==> src/rtl/sram_1r1w_pipe_pkg.sv <==
// Shared definitions for the 1R1W pipelined SRAM: lane arithmetic and
// read-during-write policy encodings.
`ifndef TD
`define TD
`endif

package sram_1r1w_pipe_pkg;

  localparam int RAW_OLD = 0;
  localparam int RAW_NEW = 1;

  function automatic int lane_count(input int word_size, input int lane_width);
    return word_size / lane_width;
  endfunction

endpackage

==> src/rtl/sram_read_pipe.sv <==
// Valid/data delay line behind the SRAM read stage; data only advances with a
// valid beat so the tail holds the last result through idle cycles.
module sram_read_pipe #(
  parameter int WIDTH = 32,
  parameter int DEPTH = 0
) (
  input  logic             clk,
  input  logic             rst_n,
  input  logic             head_valid,
  input  logic [WIDTH-1:0] head_data,
  output logic             tail_valid,
  output logic [WIDTH-1:0] tail_data
);

  if (DEPTH == 0) begin : g_passthrough
    logic unused_clocking;
    assign unused_clocking = clk ^ rst_n;
    assign tail_valid      = head_valid;
    assign tail_data       = head_data;
  end else begin : g_stages
    logic [DEPTH-1:0] valid_q;
    logic [WIDTH-1:0] data_q [DEPTH];

    always_ff @(posedge clk or negedge rst_n) begin
      if (!rst_n) begin
        valid_q <= `TD '0;
        for (int i = 0; i < DEPTH; i++) begin
          data_q[i] <= `TD '0;
        end
      end else begin
        valid_q[0] <= `TD head_valid;
        if (head_valid) data_q[0] <= `TD head_data;
        for (int i = 1; i < DEPTH; i++) begin
          valid_q[i] <= `TD valid_q[i-1];
          if (valid_q[i-1]) data_q[i] <= `TD data_q[i-1];
        end
      end
    end

    assign tail_valid = valid_q[DEPTH-1];
    assign tail_data  = data_q[DEPTH-1];
  end

endmodule

==> src/rtl/sram_1r1w_pipe.sv <==
// 1R1W on-chip memory with per-lane write enables, configurable read latency,
// selectable read-during-write policy and output hold.
module sram_1r1w_pipe
  import sram_1r1w_pipe_pkg::*;
#(
  parameter int WORD_SIZE    = 32,
  parameter int ADDR_SIZE    = 6,
  parameter int LANE_WIDTH   = 8,
  parameter int READ_LATENCY = 1,
  parameter int RAW_MODE     = 0
) (
  input  logic                            clk,
  input  logic                            rst_n,
  input  logic                            write_enable,
  input  logic [ADDR_SIZE-1:0]            write_address,
  input  logic [WORD_SIZE-1:0]            write_data,
  input  logic [WORD_SIZE/LANE_WIDTH-1:0] write_mask,
  input  logic                            read_enable,
  input  logic [ADDR_SIZE-1:0]            read_address,
  output logic [WORD_SIZE-1:0]            read_data,
  output logic                            read_valid
);

  localparam int LANES = lane_count(WORD_SIZE, LANE_WIDTH);
  localparam int DEPTH = 2 ** ADDR_SIZE;

  if (WORD_SIZE % LANE_WIDTH != 0) begin : g_bad_lane_width
    $error("sram_1r1w_pipe: WORD_SIZE must be a multiple of LANE_WIDTH");
  end
  if (READ_LATENCY < 1 || READ_LATENCY > 3) begin : g_bad_read_latency
    $error("sram_1r1w_pipe: READ_LATENCY must be 1..3");
  end

  logic [WORD_SIZE-1:0] mem [DEPTH];
  logic [WORD_SIZE-1:0] old_word;
  logic [WORD_SIZE-1:0] merged_word;
  logic [WORD_SIZE-1:0] issue_word;
  logic                 collide;
  logic                 s1_valid;
  logic [WORD_SIZE-1:0] s1_data;

  // The array is deliberately not reset; a write on an edge where reset is held is dropped.
  always_ff @(posedge clk) begin
    if (rst_n && write_enable) begin
      for (int i = 0; i < LANES; i++) begin
        if (write_mask[i]) begin
          mem[write_address][i*LANE_WIDTH +: LANE_WIDTH] <= `TD write_data[i*LANE_WIDTH +: LANE_WIDTH];
        end
      end
    end
  end

  assign old_word = mem[read_address];
  assign collide  = write_enable && (write_address == read_address);

  always_comb begin
    merged_word = old_word;
    for (int i = 0; i < LANES; i++) begin
      if (write_mask[i]) begin
        merged_word[i*LANE_WIDTH +: LANE_WIDTH] = write_data[i*LANE_WIDTH +: LANE_WIDTH];
      end
    end
  end

  assign issue_word = (RAW_MODE == RAW_NEW && collide) ? merged_word : old_word;

  always_ff @(posedge clk or negedge rst_n) begin
    if (!rst_n) begin
      s1_valid <= `TD 1'b0;
      s1_data  <= `TD '0;
    end else begin
      s1_valid <= `TD read_enable;
      if (read_enable) s1_data <= `TD issue_word;
    end
  end

  sram_read_pipe #(
    .WIDTH (WORD_SIZE),
    .DEPTH (READ_LATENCY - 1)
  ) u_read_pipe (
    .clk        (clk),
    .rst_n      (rst_n),
    .head_valid (s1_valid),
    .head_data  (s1_data),
    .tail_valid (read_valid),
    .tail_data  (read_data)
  );

endmodule

==> config.mk <==
export PLATFORM = sky130hd
export DESIGN_NAME = sram_1r1w_pipe
export DESIGN_NICKNAME = d
export VERILOG_FILES = /design/src/rtl/sram_1r1w_pipe_pkg.sv /design/src/rtl/sram_read_pipe.sv /design/src/rtl/sram_1r1w_pipe.sv
export SDC_FILE = /design/constraint.sdc
export NUM_CORES = 2
export LEC_CHECK = 0
export ABC_AREA = 1
export CAP_MARGIN = 40
export CORE_MARGIN = 1
export CORE_UTILIZATION = 50
export CTS_CLUSTER_DIAMETER = 40
export DETAILED_ROUTE_END_ITERATION = 16
export PLACE_DENSITY = 0.76
export RECOVER_POWER = 25
export SYNTH_ARGS = -nofsm -noshare
export SYNTH_HDL_FRONTEND = slang
export SYNTH_SLANG_ARGS = --single-unit
==> constraint.sdc <==
create_clock -name clk -period 1.1 [get_ports clk]
set_input_delay 0.165 -clock clk [delete_from_list [all_inputs] [get_ports clk]]
set_output_delay 0.165 -clock clk [all_outputs]
set_load 0.005 [all_outputs]
==> key figures <==
Status
  – Run status: finished with violations
  – Violated checks: negative setup slack

Setup path
  – Critical path endpoint category: output pin
  – Req. time, crit path: between 0.9 and 1 ns
  – Crit path buf inv count: 1
  – Worst endpoint data arrival time: roughly 1.6 ns
  – Critical Setup Path Class: reg -> out
  – Critical Path, Cell by Cell: buf_6
  – Top Family by Delay on Critical Path: flip-flops
  – Longest individual stage delay on the worst path: 0.51 ns
  – Crit path launch type: register
  – Maximum fanout along the worst path: 2
  – Cell with the biggest individual delay on the critical path: sky130_fd_sc_hd__dfrtp_2

Synthesis
  – Cells taking the most area after synthesis: sky130_fd_sc_hd__edfxtp_1 73%, sky130_fd_sc_hd__nand3_1 12%, sky130_fd_sc_hd__nand2_1 9.7%
  – Fraction of the yosys area taken by sequential cells: ~74%
  – Primary FF master, synth: sky130_fd_sc_hd__edfxtp_1
  – Synthesized net count: between 7,000 and 8,000
  – Library cell with the highest instance count after synthesis: sky130_fd_sc_hd__nand2_1
  – Synthesized area: 84,300 um2
  – Number of synthesis warnings: 0
  – Number of enable-type register cells in the synthesized netlist: 2,048
  – Synth cell types: 15
  – Dominant cell type by area after synthesis: sky130_fd_sc_hd__edfxtp_1
  – Syn Inst Count: 7,038
  – Count of state elements after synthesis: 2,081
  – Average cell area after synthesis: 12.0 um2
  – Area fraction of the dominant cell type after synthesis: 73.0%
  – Leading post-synthesis cells by instance count: 2,176 x sky130_fd_sc_hd__nand2_1, 2,048 x sky130_fd_sc_hd__edfxtp_1, 2,020 x sky130_fd_sc_hd__nand3_1
  – Share of synthesized flip-flops with an asynchronous set or reset: 1.59%

Power and ir drop
  – Overall Power: 0.184 W
  – Leak pwr: 39.3 nW
  – Clock share of power: approximately 45%
  – Sw power: 0.0434 W
  – Switching portion of total power: around a quarter
  – Worst vdd rail ir drop: around 1.6 mV
  – PwrDens: 1680 nW/um2
  – Portion of total power attributed to combinational logic: 7.7%
  – Reg power frac: 47.7%
  – Internal power contribution: 0.140 W

Timing
  – Endpoints failing hold: 0
  – Fin. max-slew vios: 0
  – Final setup slack of the worst path: -0.651 ns
  – Worst clock skew on the final layout: about 0.052 ns
  – RSZ-0062 raised after global routing: true
  – Transition time at the pin with the least slew margin: slightly below 1 ns
  – Slew headroom: around 34%
  – F_max: 0.571 GHz
  – Setup-failing EPs final: 2,128
  – Final cycle utilization of the critical path: 159%
  – Post-layout minimum cycle time: around 1.8 ns

CTS
  – Root cell of the clock tree: sky130_fd_sc_hd__clkbuf_16
  – Number of H-tree levels: 4
  – Clock-pin transition on the worst setup and hold timing paths: 0.06 ns
  – Number of buffers between clock root and the deepest sink: 3
  – CTS tree: done
  – Clock tree sinks: 2,081
  – Clock latency at the later pin of the worst-skew pair: 0.92 ns
  – Clock buffer count from CTS: 233

Layout
  – Growth of design area from synthesis to finish: 29.6%
  – Layout cell share with drive strength beyond 1: 28.2%
  – Final Core Density: 65.3%
  – Number of fill cells: between 10,000 and 15,000
  – Number of nets in the layout: 7,828

Die
  – Standard-cell rows: 150
  – Die Width: 413 um
  – Placeable core region: 167,000 um2
  – Num ports: 85
  – Initial core utilization: approximately half
  – Overall die height: 413 um
  – Die area: 170,000 um2

Route
  – Post-detailed-route DRC marker count: 0
  – Routed vias/inst: ~6.1
  – DRT antenna net count: 0
  – Total Wirelength: 262,000 um
  – Number of search-and-repair iterations in the first detailed-routing pass: 6
  – DR WL/cell: 25.7 um
  – Count of vias placed by the detailed router: 61,700
  – Violation count after the first detailed-route iteration: 9,590

Placement
  – GP Congestion: 0.958
  – Placed wire-length estimate: between 150,000 and 200,000 um
  – Port Buf Inserts: 84

Global routing
  – Tot GR Track Use: 30.2%
  – Overflow left after global routing: 0
  – Via count of the first global-routing pass: 60,300
  – Maximum number of pins on one net before global-route repair: 65
  – Global-route wire length before repair: roughly 380,000 um
  – Antenna violations before repair: 3

Worst hold path
  – Worst min-delay path class: in -> reg

Flow run
  – Max-cap violations: 0
[through the flow]
stage / hold WS [ns] / worst slack (ns) / cells / area, um2 / setup TNS [ns]
after floorplan: -0.131 / -0.337 / 7038 / 85100 / -670.67
after global placement: 0.189 / -1.28 / 9687 / 96400 / -2253.05
after detailed placement: 0.196 / -1.26 / 9687 / 96400 / -2250.24
after CTS: 0.0277 / -0.659 / 10200 / 108000 / -556.21
after global routing: 0.0915 / -0.665 / 10200 / 109000 / -730.45
final: 0.106 / -0.651 / 10200 / 109000 / -852.66
[path summary, 6_finish.rpt]
kind,start,endpoint,slack (ns),depth (start not counted)
worst max register to register,mem[49][30],s1_data[30],-0.33,8
worst max-delay path,s1_data[31],read_data[31],-0.65,1
worst min register to register,s1_data[1],s1_data[1],0.48,2
max in group asynchronous,rst_n,s1_data[0],0.07,4
worst min-delay path,read_address[5],s1_data[4],0.11,5
min in group asynchronous,rst_n,s1_data[16],0.23,3
[cells by family after synthesis]
family	share of synthesized area [%]
simple gates	22.9
flops	74.0
buf+inv	3.10
[layout by cell type, fill, tap and decap left out, types with 35 or more instances in the layout]
cell,Yosys,routed
sky130_fd_sc_hd__buf_6,41,39
sky130_fd_sc_hd__dlygate4sd3_1,0,36
sky130_fd_sc_hd__buf_2,250,52
sky130_fd_sc_hd__nand3_2,0,496
sky130_fd_sc_hd__nand2_2,0,53
sky130_fd_sc_hd__nor2_2,0,221
sky130_fd_sc_hd__nand2_1,2176,2116
sky130_fd_sc_hd__nand3_4,0,121
sky130_fd_sc_hd__buf_12,0,312
sky130_fd_sc_hd__clkbuf_16,0,237
sky130_fd_sc_hd__buf_4,29,478
sky130_fd_sc_hd__nand3_1,2020,1403
sky130_fd_sc_hd__edfxtp_1,2048,2048
sky130_fd_sc_hd__nor2_4,0,35
sky130_fd_sc_hd__bufinv_16,0,35
sky130_fd_sc_hd__clkbuf_1,112,52
[power groups by stage]
stage / Combinational, W / Clock, W / Sequential [W]
3_5_place_dp: 0.0120 / 0 / 0.0892
4_1_cts: 0.0135 / 0.0819 / 0.0875
3_3_place_gp: 0.0117 / 0 / 0.0892
6_report: 0.0142 / 0.0818 / 0.0876
5_1_grt: 0.0148 / 0.0851 / 0.0876
2_1_floorplan: 0.00556 / 0 / 0.0892
[registers in the layout, summed over array words and instances, names as in the netlist]
register	count
mem	2048
s1_data	32
s1_valid	1
[routing by layer]
metal,vias to the layer above,part of all wire (%),GRT usage [%]
li1,26600,-,-
met1,29600,35,38.7
met2,4699,46,47.4
met3,888,13,6.97
met4,0,6.2,17.2
met5,-,0,0
[cell type report]
type	instances	area, um2	share of cell area, %
Sequential cell	2081	62300	57.1
Multi-Input combinational cell	4468	24400	22.4
Clock buffer	268	6020	5.52
Timing Repair Buffer	979	11400	10.4
Antenna cell	2	5.00	0.00458
Clock inverter	175	2190	2.01
Tap cell	2204	2760	2.53
Inverter	13	90.1	0.0825
[repair_timing]
| item | in CTS | in global routing |
|---|---|---|
| buffers inserted | 12 | 8 |
| gates cloned | 0 | 4 |
| gates resized for setup | 781 | 236 |
| pin swaps | 329 | 123 |
| setup endpoints to repair | 2113 | 2113 |
| hold buffers | 36 | 1 |
| endpoints found under the hold margin | 2107 | 33 |
Note: power is estimated with default switching activity, not from simulation.
